--- src/rtl/gen_reduce_pkg.sv ---
// gen_reduce_pkg: shared types and helpers for the gen_reduce consumer.
//   gen_reduce_state_t : controller state encoding
//   most_positive()    : largest signed value of a given width (min-accumulator seed)
//   most_negative()    : smallest signed value of a given width (max-accumulator seed)
// Both helpers return a MaxWidth-bit pattern; callers truncate to their own width.
package gen_reduce_pkg;

    localparam int unsigned MaxWidth = 64;

    typedef enum logic [1:0] {
        StDone,
        StStart,
        StCollect,
        StEmit
    } gen_reduce_state_t;

    // Low (width-1) bits set: 0111...1 once truncated to width.
    function automatic logic [MaxWidth-1:0] most_positive(input int unsigned width);
        return {MaxWidth{1'b1}} >> (MaxWidth - width + 1);
    endfunction

    // Complement of most_positive: 1000...0 once truncated to width.
    function automatic logic [MaxWidth-1:0] most_negative(input int unsigned width);
        return ~most_positive(width);
    endfunction

endpackage

--- src/rtl/gen_reduce_alu.sv ---
// gen_reduce_alu: combinational single-beat accumulate step.
//   sum, count, cur_min, cur_max : current accumulator values
//   value                        : incoming stream value (signed)
//   accept                       : fold value in this cycle
//   sum_next .. max_next         : accumulators after the step
// Sum wraps in two's complement; count saturates at all-ones; min/max compare signed.
module gen_reduce_alu #(
    parameter int unsigned WIDTH       = 32,
    parameter int unsigned COUNT_WIDTH = 16
) (
    input  logic [WIDTH-1:0]       sum,
    input  logic [COUNT_WIDTH-1:0] count,
    input  logic [WIDTH-1:0]       cur_min,
    input  logic [WIDTH-1:0]       cur_max,
    input  logic [WIDTH-1:0]       value,
    input  logic                   accept,
    output logic [WIDTH-1:0]       sum_next,
    output logic [COUNT_WIDTH-1:0] count_next,
    output logic [WIDTH-1:0]       min_next,
    output logic [WIDTH-1:0]       max_next
);

    always_comb begin
        sum_next   = sum;
        count_next = count;
        min_next   = cur_min;
        max_next   = cur_max;
        if (accept) begin
            sum_next = sum + value;
            if (count != {COUNT_WIDTH{1'b1}}) begin
                count_next = count + 1'b1;
            end
            if ($signed(value) < $signed(cur_min)) begin
                min_next = value;
            end
            if ($signed(value) > $signed(cur_max)) begin
                max_next = value;
            end
        end
    end

endmodule

--- src/rtl/gen_reduce.sv ---
// gen_reduce: launches an attached generator, drains its value stream and reduces it to
// sum/count/min/max, then yields the tuple once to its own caller followed by _done.
//   _clock, _reset (async, active-low), _start (pulse, restarts from any state)
//   base/limit/step    : parameters captured on _start, forwarded as gen_base/limit/step
//   _ready/_valid      : result handshake; _out_0 sum, _out_1 count, _out_2 min, _out_3 max
//   _done              : high in every cycle spent idle after a result (and after reset)
//   gen_start          : one-cycle launch pulse; gen_ready high while collecting
//   gen_valid/gen_done/gen_out_0 : generator stream
module gen_reduce
    import gen_reduce_pkg::*;
#(
    parameter int unsigned WIDTH       = 32,
    parameter int unsigned COUNT_WIDTH = 16
) (
    input  logic                   _clock,
    input  logic                   _reset,
    input  logic                   _start,
    input  logic [WIDTH-1:0]       base,
    input  logic [WIDTH-1:0]       limit,
    input  logic [WIDTH-1:0]       step,
    input  logic                   _ready,
    output logic                   _valid,
    output logic                   _done,
    output logic [WIDTH-1:0]       _out_0,
    output logic [COUNT_WIDTH-1:0] _out_1,
    output logic [WIDTH-1:0]       _out_2,
    output logic [WIDTH-1:0]       _out_3,
    output logic [WIDTH-1:0]       gen_base,
    output logic [WIDTH-1:0]       gen_limit,
    output logic [WIDTH-1:0]       gen_step,
    output logic                   gen_start,
    output logic                   gen_ready,
    input  logic                   gen_valid,
    input  logic                   gen_done,
    input  logic [WIDTH-1:0]       gen_out_0
);

    localparam logic [WIDTH-1:0] PosSentinel = WIDTH'(most_positive(WIDTH));
    localparam logic [WIDTH-1:0] NegSentinel = WIDTH'(most_negative(WIDTH));

    gen_reduce_state_t      state_q, state_d;
    logic [WIDTH-1:0]       sum_q, sum_d;
    logic [COUNT_WIDTH-1:0] count_q, count_d;
    logic [WIDTH-1:0]       min_q, min_d;
    logic [WIDTH-1:0]       max_q, max_d;
    logic [WIDTH-1:0]       out0_q, out0_d;
    logic [COUNT_WIDTH-1:0] out1_q, out1_d;
    logic [WIDTH-1:0]       out2_q, out2_d;
    logic [WIDTH-1:0]       out3_q, out3_d;
    logic                   valid_q, valid_d;
    logic                   gen_start_q, gen_start_d;
    logic [WIDTH-1:0]       gen_base_q, gen_base_d;
    logic [WIDTH-1:0]       gen_limit_q, gen_limit_d;
    logic [WIDTH-1:0]       gen_step_q, gen_step_d;

    logic                   accept;
    logic [WIDTH-1:0]       alu_sum;
    logic [COUNT_WIDTH-1:0] alu_count;
    logic [WIDTH-1:0]       alu_min;
    logic [WIDTH-1:0]       alu_max;

    assign accept = gen_valid && (state_q == StCollect);

    gen_reduce_alu #(
        .WIDTH       (WIDTH),
        .COUNT_WIDTH (COUNT_WIDTH)
    ) u_alu (
        .sum        (sum_q),
        .count      (count_q),
        .cur_min    (min_q),
        .cur_max    (max_q),
        .value      (gen_out_0),
        .accept     (accept),
        .sum_next   (alu_sum),
        .count_next (alu_count),
        .min_next   (alu_min),
        .max_next   (alu_max)
    );

    always_comb begin
        state_d     = state_q;
        sum_d       = sum_q;
        count_d     = count_q;
        min_d       = min_q;
        max_d       = max_q;
        out0_d      = out0_q;
        out1_d      = out1_q;
        out2_d      = out2_q;
        out3_d      = out3_q;
        valid_d     = valid_q;
        gen_start_d = gen_start_q;
        gen_base_d  = gen_base_q;
        gen_limit_d = gen_limit_q;
        gen_step_d  = gen_step_q;

        if (_start) begin
            // Restart wins over everything, including a pending result in EMIT.
            gen_base_d  = base;
            gen_limit_d = limit;
            gen_step_d  = step;
            sum_d       = '0;
            count_d     = '0;
            min_d       = PosSentinel;
            max_d       = NegSentinel;
            valid_d     = 1'b0;
            gen_start_d = 1'b1;
            state_d     = StStart;
        end else begin
            unique case (state_q)
                StStart: begin
                    // gen_done here is left over from the previous run; ignore it.
                    gen_start_d = 1'b0;
                    state_d     = StCollect;
                end
                StCollect: begin
                    sum_d   = alu_sum;
                    count_d = alu_count;
                    min_d   = alu_min;
                    max_d   = alu_max;
                    if (gen_done) begin
                        // Load from ALU outputs so a beat coincident with done is included.
                        out0_d  = alu_sum;
                        out1_d  = alu_count;
                        out2_d  = alu_min;
                        out3_d  = alu_max;
                        valid_d = 1'b1;
                        state_d = StEmit;
                    end
                end
                StEmit: begin
                    if (valid_q && _ready) begin
                        valid_d = 1'b0;
                        state_d = StDone;
                    end
                end
                StDone: begin
                end
                default: state_d = StDone;
            endcase
        end
    end

    always_ff @(posedge _clock or negedge _reset) begin
        if (!_reset) begin
            state_q     <= StDone;
            sum_q       <= '0;
            count_q     <= '0;
            min_q       <= PosSentinel;
            max_q       <= NegSentinel;
            out0_q      <= '0;
            out1_q      <= '0;
            out2_q      <= PosSentinel;
            out3_q      <= NegSentinel;
            valid_q     <= 1'b0;
            gen_start_q <= 1'b0;
            gen_base_q  <= '0;
            gen_limit_q <= '0;
            gen_step_q  <= '0;
        end else begin
            state_q     <= state_d;
            sum_q       <= sum_d;
            count_q     <= count_d;
            min_q       <= min_d;
            max_q       <= max_d;
            out0_q      <= out0_d;
            out1_q      <= out1_d;
            out2_q      <= out2_d;
            out3_q      <= out3_d;
            valid_q     <= valid_d;
            gen_start_q <= gen_start_d;
            gen_base_q  <= gen_base_d;
            gen_limit_q <= gen_limit_d;
            gen_step_q  <= gen_step_d;
        end
    end

    assign _valid    = valid_q;
    assign _done     = (state_q == StDone);
    assign _out_0    = out0_q;
    assign _out_1    = out1_q;
    assign _out_2    = out2_q;
    assign _out_3    = out3_q;
    assign gen_base  = gen_base_q;
    assign gen_limit = gen_limit_q;
    assign gen_step  = gen_step_q;
    assign gen_start = gen_start_q;
    assign gen_ready = (state_q == StCollect);

endmodule

--- config.mk ---
export PLATFORM = sky130hd
export DESIGN_NAME = gen_reduce
export DESIGN_NICKNAME = d
export VERILOG_FILES = /design/src/rtl/gen_reduce_pkg.sv /design/src/rtl/gen_reduce_alu.sv /design/src/rtl/gen_reduce.sv
export SDC_FILE = /design/constraint.sdc
export NUM_CORES = 1
export LEC_CHECK = 0
export CAP_MARGIN = 20
export CORE_UTILIZATION = 25
export DETAILED_ROUTE_END_ITERATION = 6
export SYNTH_ARGS = -nofsm -noshare
export SYNTH_HDL_FRONTEND = slang
export SYNTH_SLANG_ARGS = --single-unit
--- constraint.sdc ---
create_clock -name _clock -period 2.49 [get_ports _clock]
set_input_delay 0.747 -clock _clock [delete_from_list [all_inputs] [get_ports _clock]]
set_output_delay 0.747 -clock _clock [all_outputs]
set_load 0.02 [all_outputs]
==> impl_metrics.toml, run 1 <==
[placement]
portBuffers = 345
gp_congestion = 0.8637
hpwlAfterDp_um = 39370
placed_cells = 2789

[clock_network]
cts_buffers = 40
cts_root_buf = "clkbuf_16"
postCtsHoldBufs = 0
clkLatencyLatePin_ps = 560
cts.sinks = 324
cts_buffer_depth = 3
h-tree-depth = 2
cts.clk_slew.worst_paths_ps = 60
cts_tree = "built"

[run_status]
violations = "setup timing"
run_status = "finished with violations"

[finish]
mostFrequentLayoutCell = "clkdlybuf4s50_1"
nets = 2262
layout_common_cells = "clkdlybuf4s50_1, dfrtp_1, buf_4"
syn2layout_area_growth_pct = 62.07
final_core_util = 0.4126
antenna_cells = 0
fin_cells = 2900
fillers = 5832
drive_above_1_share = 0.3660

[pwr]
ir_drop_uv = 411.7
switchingPower_mw = 4.415
p_int_mw = 11.17
swShare = 0.2832
seq_power_share = 0.390
clkPwrFrac = 0.381
design_power_total_mw = 15.59
combPwrFrac = 0.229
powerDensity_nw_per_um2 = 608.7
leakagePower_nw = 11.13

[synthesis]
yosysUniqueCellTypes = 62
synth_nets = 1664
synth_ff_type = "dfrtp_1"
synth-edff-count = 0
ys_warn_count = 0
synthArstFlopShare = 1.000
ys_seq_elements = 324
syn_area_per_cell_sq_um = 11.02
syn_area_sq_um = 15800
ys_seq_area_frac = 0.5183
synthCells = 1434

[setup_path]
startpoint_type = "input pin"
path_class = "in -> reg"
required_ps = 2890
crit_path_end_kind = "flip-flop"
reg2regPathDepth = 12
worstPathArrival_ps = 3240
crit_fanout = 8

[timing]
slew_viol_final = 0
skew_ps = 21.49
fin_ws_ps = -353.5
setup_viol = 172
rsz0062_at_grt = "yes"
fmax_mhz = 351.7
fin_crit_sh = 1.142
min_period_ps = 2844
relSlewSlack = 0.5061
final-hold-violation-count = 0
tightest_slew_ps = 740.9

[detailed_routing]
drt-initial-drc-count = 729
antenna_left = 0
wirelength_um = 55700
drc = 0
drt_pass1_iterations = 5
routed_via_density = 4.659
vias = 13510
wire_per_inst_um = 19.21

[die]
core_sq_um = 62050
ios = 346
die_area_sq_um = 64200
chipHeight_um = 253.4
num_rows = 91
initial_core_util = 0.2546
die_x_um = 253.4

[global_routing]
grt_pass1_vias = 14360
grt_max_degree = 117
grt_usage = 0.1703
antenna_found_initial = 0
grt_overflow = 0
grt_pass1_wl_um = 84460

[flow_run]
cap_viol_max_count = 0

[worst_hold_path]
holdCritPathClass = "in -> async"
## metal layers
metal | track usage | routed length (um) | vias up
met3 | 0.04307 | 3372 | 78
met5 | 0 | 0 | -
li1 | - | - | 6280
met1 | 0.2111 | 23390 | 6805
met4 | 0.04831 | 1281 | 0
met2 | 0.2902 | 27650 | 348
## power by group through the flow
stage	logic [mW]	registers (mW)	clock network, mW
6_report	3.58	6.07	5.94
5_1_grt	3.82	6.13	6.34
4_1_cts	3.48	6.08	6.14
3_5_place_dp	3.32	6.16	0
3_3_place_gp	3.28	6.15	0
2_1_floorplan	1.04	6.59	0
## cell usage after synthesis (8+ instances only)
cell type	instances	area share
o21ai_0	70	0.022
nor3_1	12	0.0038
buf_2	13	0.0041
nand4_1	18	0.0071
a211oi_1	8	0.0038
inv_1	77	0.018
a31oi_1	8	0.0032
xor2_1	23	0.013
dfrtp_1	260	0.41
mux2i_1	49	0.031
xnor2_1	15	0.0083
o21ai_1	34	0.011
nand2_1	126	0.030
mux2_2	96	0.068
a21o_1	33	0.016
dfstp_2	64	0.11
a21oi_1	68	0.022
o22a_1	31	0.017
nand2b_1	42	0.017
clkbuf_1	45	0.011
ha_1	95	0.075
o221a_2	32	0.023
nand3_1	11	0.0035
nor2_1	118	0.028
## logic make-up after synthesis
logic type | share of synthesized area
xor gates and xnor gates | 0.02107
AOI/OAI and AO/OA | 0.1418
adders and majority gates | 0.07650
buffers and inverters | 0.03857
muxes | 0.09947
DFF | 0.5183
and+or+nand+nor | 0.1043
## final timing paths
check	startpoint	end	slack, ps
min in group _clock	_out_3[31]	_out_3[31]	470
worst max-delay path	gen_out_0[17]	max_q[26]	-350
worst max register to register	max_q[1]	max_q[26]	-310
worst min register to register	_out_3[31]	_out_3[31]	470
max in group asynchronous	_reset	_out_1[2]	1610
worst min-delay path	_reset	max_q[22]	120
## what timing repair did
| action | 4_1_cts | 5_1_grt |
|---|---|---|
| endpoints found under the setup margin | 192 | 198 |
| pin swaps | 102 | 85 |
| gates resized for setup | 245 | 157 |
| gates cloned | 6 | 3 |
| setup buffers | 20 | 18 |
## critical path, cell delays in order
cell           delay, ps
dlygate4sd2_1        280
ha_1                 300
a21o_1               180
nand3_1               70
a21oi_1               70
o21ai_1              170
nand3b_1             170
o311a_1              400
a31oi_4              180
buf_6                170
buf_12               170
mux2i_4              250
nor2_1                70
## state kept, by name, summed over array words and instances, names as in the netlist, 2 cells and up
signal     cells
_out_0        32
_out_1        16
_out_2        32
_out_3        32
count_q       16
gen_base      32
gen_limit     32
gen_step      32
max_q         32
min_q         32
state_q        2
sum_q         32
## metrics by stage
| step | setup TNS (ps) | setup slack, ps | hold WS, ps | cell area [sq um] |
|---|---|---|---|---|
| finish | -39290 | -353.5 | 124.3 | 25610 |
| global route | -53380 | -450.6 | 120.8 | 25610 |
| CTS | -36020 | -301.3 | 98.23 | 24830 |
| detailed placement | -209960 | -1285 | 459.0 | 22430 |
| global placement | -203690 | -1271 | 460.7 | 22430 |
| floorplan | -29780 | -364.1 | 451.4 | 16320 |
## cell type report
class / count / area (sq um) / area share
clock buffers: 56 / 1112 / 0.04344
well taps: 837 / 1047 / 0.04090
inverters: 77 / 289.0 / 0.01129
clock inverters: 17 / 206.4 / 0.008063
flip-flops and latches: 324 / 8189 / 0.3198
repair buffers: 622 / 5954 / 0.2325
multi-input cells: 967 / 8807 / 0.3440
Note: power is estimated with default switching activity, not from simulation.
==> run 2, diff against run 1 <==
--- a/config.mk
+++ b/config.mk
@@ -8,6 +8,7 @@
 export CAP_MARGIN = 20
 export CORE_UTILIZATION = 25
 export DETAILED_ROUTE_END_ITERATION = 6
+export PLACE_DENSITY = 0.57
 export SYNTH_ARGS = -nofsm -noshare
 export SYNTH_HDL_FRONTEND = slang
 export SYNTH_SLANG_ARGS = --single-unit
==> constraint.sdc (replaced) <==
create_clock -name _clock -period 2.49 [get_ports _clock]
set_input_delay 0.249 -clock _clock [delete_from_list [all_inputs] [get_ports _clock]]
set_output_delay 0.249 -clock _clock [all_outputs]
set_load 0.02 [all_outputs]
==> impl_metrics.toml, run 2 (synthesized netlist as in run 1, its figures left out) <==
[finish]
antenna_cells = 0
fin_cells = 2896
fillers = 5852
layout_common_cells = "clkdlybuf4s50_1, dfrtp_1, buf_4"
drive_above_1_share = 0.3371
syn2layout_area_growth_pct = 61.14
mostFrequentLayoutCell = "clkdlybuf4s50_1"
final_area_sq_um = 25460
nets = 2260

[pwr]
leakagePower_nw = 11.12
ir_drop_uv = 486.8
powerDensity_nw_per_um2 = 615.5

[detailed_routing]
wire_per_inst_um = 19.37
antenna_left = 0
vias = 13500
wirelength_um = 56090
drc = 0
routed_via_density = 4.663
drt-initial-drc-count = 669
drt_pass1_iterations = 7

[timing]
relSlewSlack = 0.6368
rsz0062_at_grt = "yes"
slew_viol_final = 0
min_period_ps = 2929
fin_crit_sh = 1.176
fmax_mhz = 341.4
skew_ps = 20.90
final-hold-violation-count = 0
setup_viol = 163
tightest_slew_ps = 539.9
fin_ws_ps = -438.9
fin_setup_tns_ps = -45160

[clock_network]
cts_buffer_depth = 3
cts.sinks = 324
cts.clk_slew.worst_paths_ps = 60
cts_root_buf = "clkbuf_16"
cts_tree = "built"
cts_buffers = 40
clkLatencyLatePin_ps = 560
h-tree-depth = 2

[global_routing]
grt_usage = 0.1726
grt_pass1_vias = 14270
grt_max_degree = 88
grt_overflow = 0
antenna_found_initial = 0
grt_pass1_wl_um = 84810

[flow_run]
cap_viol_max_count = 0

[setup_path]
crit_path_end_kind = "flip-flop"
reg2reg_slack_ps = -440
crit_start = "max_q[22]"
worstPathArrival_ps = 3350
startpoint_type = "flip-flop"
rr_endpoint = "max_q[25]"
path_class = "reg -> reg"
reg2regPathDepth = 14
required_ps = 2910
crit_fanout = 5
r2r_start = "max_q[22]"
endpoint = "max_q[25]"

[placement]
placed_cells = 2766
portBuffers = 345
place_area_sq_um = 21780
hpwlAfterDp_um = 38340
gp_congestion = 0.8413

[die]
ios = 346
die_x_um = 253.4
initial_core_util = 0.2546
die_area_sq_um = 64200
core_sq_um = 62050
num_rows = 91
chipHeight_um = 253.4

[run_status]
run_status = "finished with violations"
violations = "setup timing"

[worst_hold_path]
holdCritPathClass = "in -> reg"
hp-start = "_start"
## run 2: changes by cell type in the layout (fill, tap and decap cells not counted), sizes merged
cell	before	now
clkdlybuf4s15	6	0
dlygate4sd3	0	1
dlygate4sd2	27	1
dlymetal6s2s	9	3
clkbuf	62	63
clkinvlp	4	1
buf	285	274
clkdlybuf4s50	289	339
clkinv	6	5
inv	80	77
## run 2: per-stage QoR
step	hold slack, ps	utilization	worst slack [ps]	power (mW)
3_5_place_dp	248.9	0.3510	-946.4	9.364
4_1_cts	64.53	0.3993	-444.9	15.76
5_1_grt	86.04	0.4103	-503.1	16.34
6_report	82.36	0.4103	-438.9	15.67
2_1_floorplan	-46.59	-	-31.19	7.549
3_3_place_gp	246.6	0.3510	-935.6	9.335
## run 2: per-layer routing
layer / global-route usage / share of wire / up-vias
met5: 0 / 0 / -
met4: 0.06372 / 0.038 / 0
met3: 0.04544 / 0.065 / 81
met2: 0.2976 / 0.49 / 422
met1: 0.2047 / 0.41 / 6712
li1: - / - / 6289
## run 2: area by class of cell
| cell class | instances | area, sq um | share of cell area |
|---|---|---|---|
| multi-input cells | 967 | 8522 | 0.3347 |
| inverters | 77 | 289.0 | 0.01135 |
| well taps | 837 | 1047 | 0.04114 |
| clock inverters | 10 | 152.6 | 0.005996 |
| repair buffers | 620 | 6088 | 0.2392 |
| clock buffers | 61 | 1171 | 0.04600 |
| flip-flops and latches | 324 | 8188 | 0.3216 |
## run 2: how the worst min path moves through the flow
stage | slack [ps] | end | cells past startpoint
floorplan | -50 | _out_0[0] | 0
global placement | 250 | gen_limit[1] | 1
detailed placement | 250 | gen_limit[1] | 1
CTS | 60 | max_q[22] | 2
global route | 90 | max_q[27] | 2
finish | 80 | max_q[26] | 2
## run 2: worst max-delay path, stage by stage, from the launching register on
cell      delay (ps)
dfrtp_1          350
inv_1             40
ha_1             280
nand4_1          190
buf_4            160
a21oi_2           40
o21ai_2          190
nand3b_1         120
buf_6            150
o311a_4          370
a31oi_4          190
buf_12           190
buf_16           170
mux2i_4          270
nor2_1            60
## run 2: report_power, final
part,switching [mW],internal (mW)
sequential,0.290,5.80
clock,2.35,3.65
combinational,1.73,1.85
total,4.37,11.3
## run 2: what timing repair did
| item | in CTS | in global routing |
|---|---|---|
| pin swaps | 74 | 68 |
| endpoints found under the hold margin | 50 | 0 |
| cloned | 13 | 2 |
| setup endpoints to repair | 173 | 177 |
| buffers inserted | 27 | 29 |
| hold buffers | 1 | 0 |
| gates resized for setup | 198 | 132 |
==> run 3, diff against run 2 <==
--- a/config.mk
+++ b/config.mk
@@ -9,6 +9,7 @@
 export CORE_UTILIZATION = 25
 export DETAILED_ROUTE_END_ITERATION = 6
 export PLACE_DENSITY = 0.57
+export RECOVER_POWER = 100
 export SYNTH_ARGS = -nofsm -noshare
 export SYNTH_HDL_FRONTEND = slang
 export SYNTH_SLANG_ARGS = --single-unit
==> impl_metrics.toml, run 3 (synthesized netlist as in run 1, its figures left out) <==
[run_status]
run_status = "finished with violations"
violations = "capacitance limit, slew limit, setup timing"

[setup_path]
reg2reg_slack_ps = -440
startpoint_type = "flip-flop"
rr_endpoint = "max_q[25]"
crit_start = "max_q[22]"
worstPathArrival_ps = 3350
path_class = "reg -> reg"
crit_fanout = 5
r2r_start = "max_q[22]"
critical_path.max_stage_delay_ps = 370
required_ps = 2910
endpoint = "max_q[25]"
reg2regPathDepth = 14
crit_path_end_kind = "flip-flop"
cp_cell_sequence = "inv_1, ha_1, nand4_1, buf_4, a21oi_2, o21ai_2, nand3b_1, buf_6, o311a_4, a31oi_4, buf_12, buf_16, mux2i_4, nor2_1"
cpMaxStageDelayCell = "o311a_4"

[finish]
final_core_util = 0.4089
drive_above_1_share = 0.3332
fin_cells = 2896
fillers = 5869
final_area_sq_um = 25370
syn2layout_area_growth_pct = 60.58
antenna_cells = 0
nets = 2260
layout_common_cells = "dfrtp_1, dlygate4sd3_1, buf_4"
mostFrequentLayoutCell = "dfrtp_1"
seq_area_sq_um = 8188
multi_input_area_sq_um = 8502

[worst_hold_path]
holdCritPathClass = "in -> reg"
hp-start = "_start"

[detailed_routing]
drt_pass1_iterations = 7
routed_via_density = 4.653
wire_per_inst_um = 19.33
vias = 13470
wirelength_um = 55980
drt-initial-drc-count = 652
antenna_left = 0
drc = 0

[clock_network]
clkLatencyLatePin_ps = 560
h-tree-depth = 2
cts_buffer_depth = 3
cts.sinks = 324
cts_tree = "built"
cts.clk_slew.worst_paths_ps = 60
cts_root_buf = "clkbuf_16"
cts_buffers = 40

[timing]
slew_viol_final = 144
final-hold-violation-count = 0
fin_ws_ps = -441.0
fmax_mhz = 341.2
fin_crit_sh = 1.177
min_period_ps = 2931
setup_viol = 185
skew_ps = 21.75
rsz0062_at_grt = "yes"
fin_hold_ws_ps = 81.67
tightest_slew_ps = 2070
relSlewSlack = -0.3803

[global_routing]
grt_pass1_vias = 14270
grt_usage = 0.1726
grt_max_degree = 88
grt_pass1_wl_um = 84810
antenna_found_initial = 0
grt_use_met1 = 0.2047
met2_usage = 0.2976
busiest_layer = "met2"
met3_usage = 0.04544
grt_overflow = 0

[placement]
placed_cells = 2766
hpwlAfterDp_um = 38340
portBuffers = 345
dp_slack_ps = -946.4
gp_congestion = 0.8413
place_area_sq_um = 21780

[die]
die_area_sq_um = 64200
die_x_um = 253.4
chipHeight_um = 253.4
initial_core_util = 0.2546
num_rows = 91
core_sq_um = 62050
ios = 346

[pwr]
ir_drop_uv = 486.0
powerDensity_nw_per_um2 = 610.6
leakagePower_nw = 11.33

[flow_run]
cap_viol_max_count = 2
run 3: changes by cell type in the layout (fill, tap and decap cells not counted), moves of 3 or more:
cell / previous run / this run
dlygate4sd3_1: 1 / 213
clkbuf_4: 0 / 3
buf_4: 215 / 204
clkbuf_1: 13 / 19
clkdlybuf4s50_1: 339 / 127
buf_12: 23 / 20
clkbuf_2: 0 / 4
run 3: final cells by class:
cell class                      count  share of cell area
Multi-Input combinational cell    967              0.3351
Inverter                           77             0.01139
Clock buffer                       61             0.04616
Tap cell                          837             0.04128
Clock inverter                     10            0.006017
Sequential cell                   324              0.3227
Timing Repair Buffer              620              0.2373
run 3: critical path: cells and delay by family (launching register included):
kind	cells	cell delay (ps)
buffers and inverters	5	710
AND/OR/NAND/NOR	3	380
multiplexers	1	270
AO/OA/AOI/OAI	4	790
adder cells (fa/ha/maj)	1	280
flip-flops	1	350
run 3: power breakdown:
group          leakage, nW  internal, mW  switching (mW)  total, mW
Combinational         6.63          1.70            1.73       3.43
Sequential            4.05          5.80           0.270       6.07
Clock                0.647          3.65            2.35       5.99
Total                 11.3          11.1            4.35       15.5
run 3: metal layers:
metal	routed length, um	share of wire
met5	0	0
met4	2153	0.038
met3	3652	0.065
met2	27530	0.49
met1	22640	0.40
run 3: what timing repair did:
action	CTS	global route
hold endpoints to repair	50	0
setup buffers	27	29
hold buffers	1	0
resized for setup	198	132
cloned	13	2
endpoints found under the setup margin	173	177
pin swaps	74	68
run 3: worst min-delay path by stage:
stage / endpoint / slack (ps) / cells after the start
detailed placement: gen_limit[1] / 250 / 1
global placement: gen_limit[1] / 250 / 1
global route: max_q[27] / 80 / 2
CTS: max_q[22] / 60 / 2
finish: max_q[23] / 80 / 2
floorplan: _out_0[0] / -50 / 0
run 3: through the flow:
stage / TNS [ps] / total power [mW]
after floorplan: -469.7 / 7.549
after global placement: -130270 / 9.335
after detailed placement: -134410 / 9.364
after CTS: -50050 / 15.76
after global routing: -79410 / 16.17
final: -46800 / 15.49
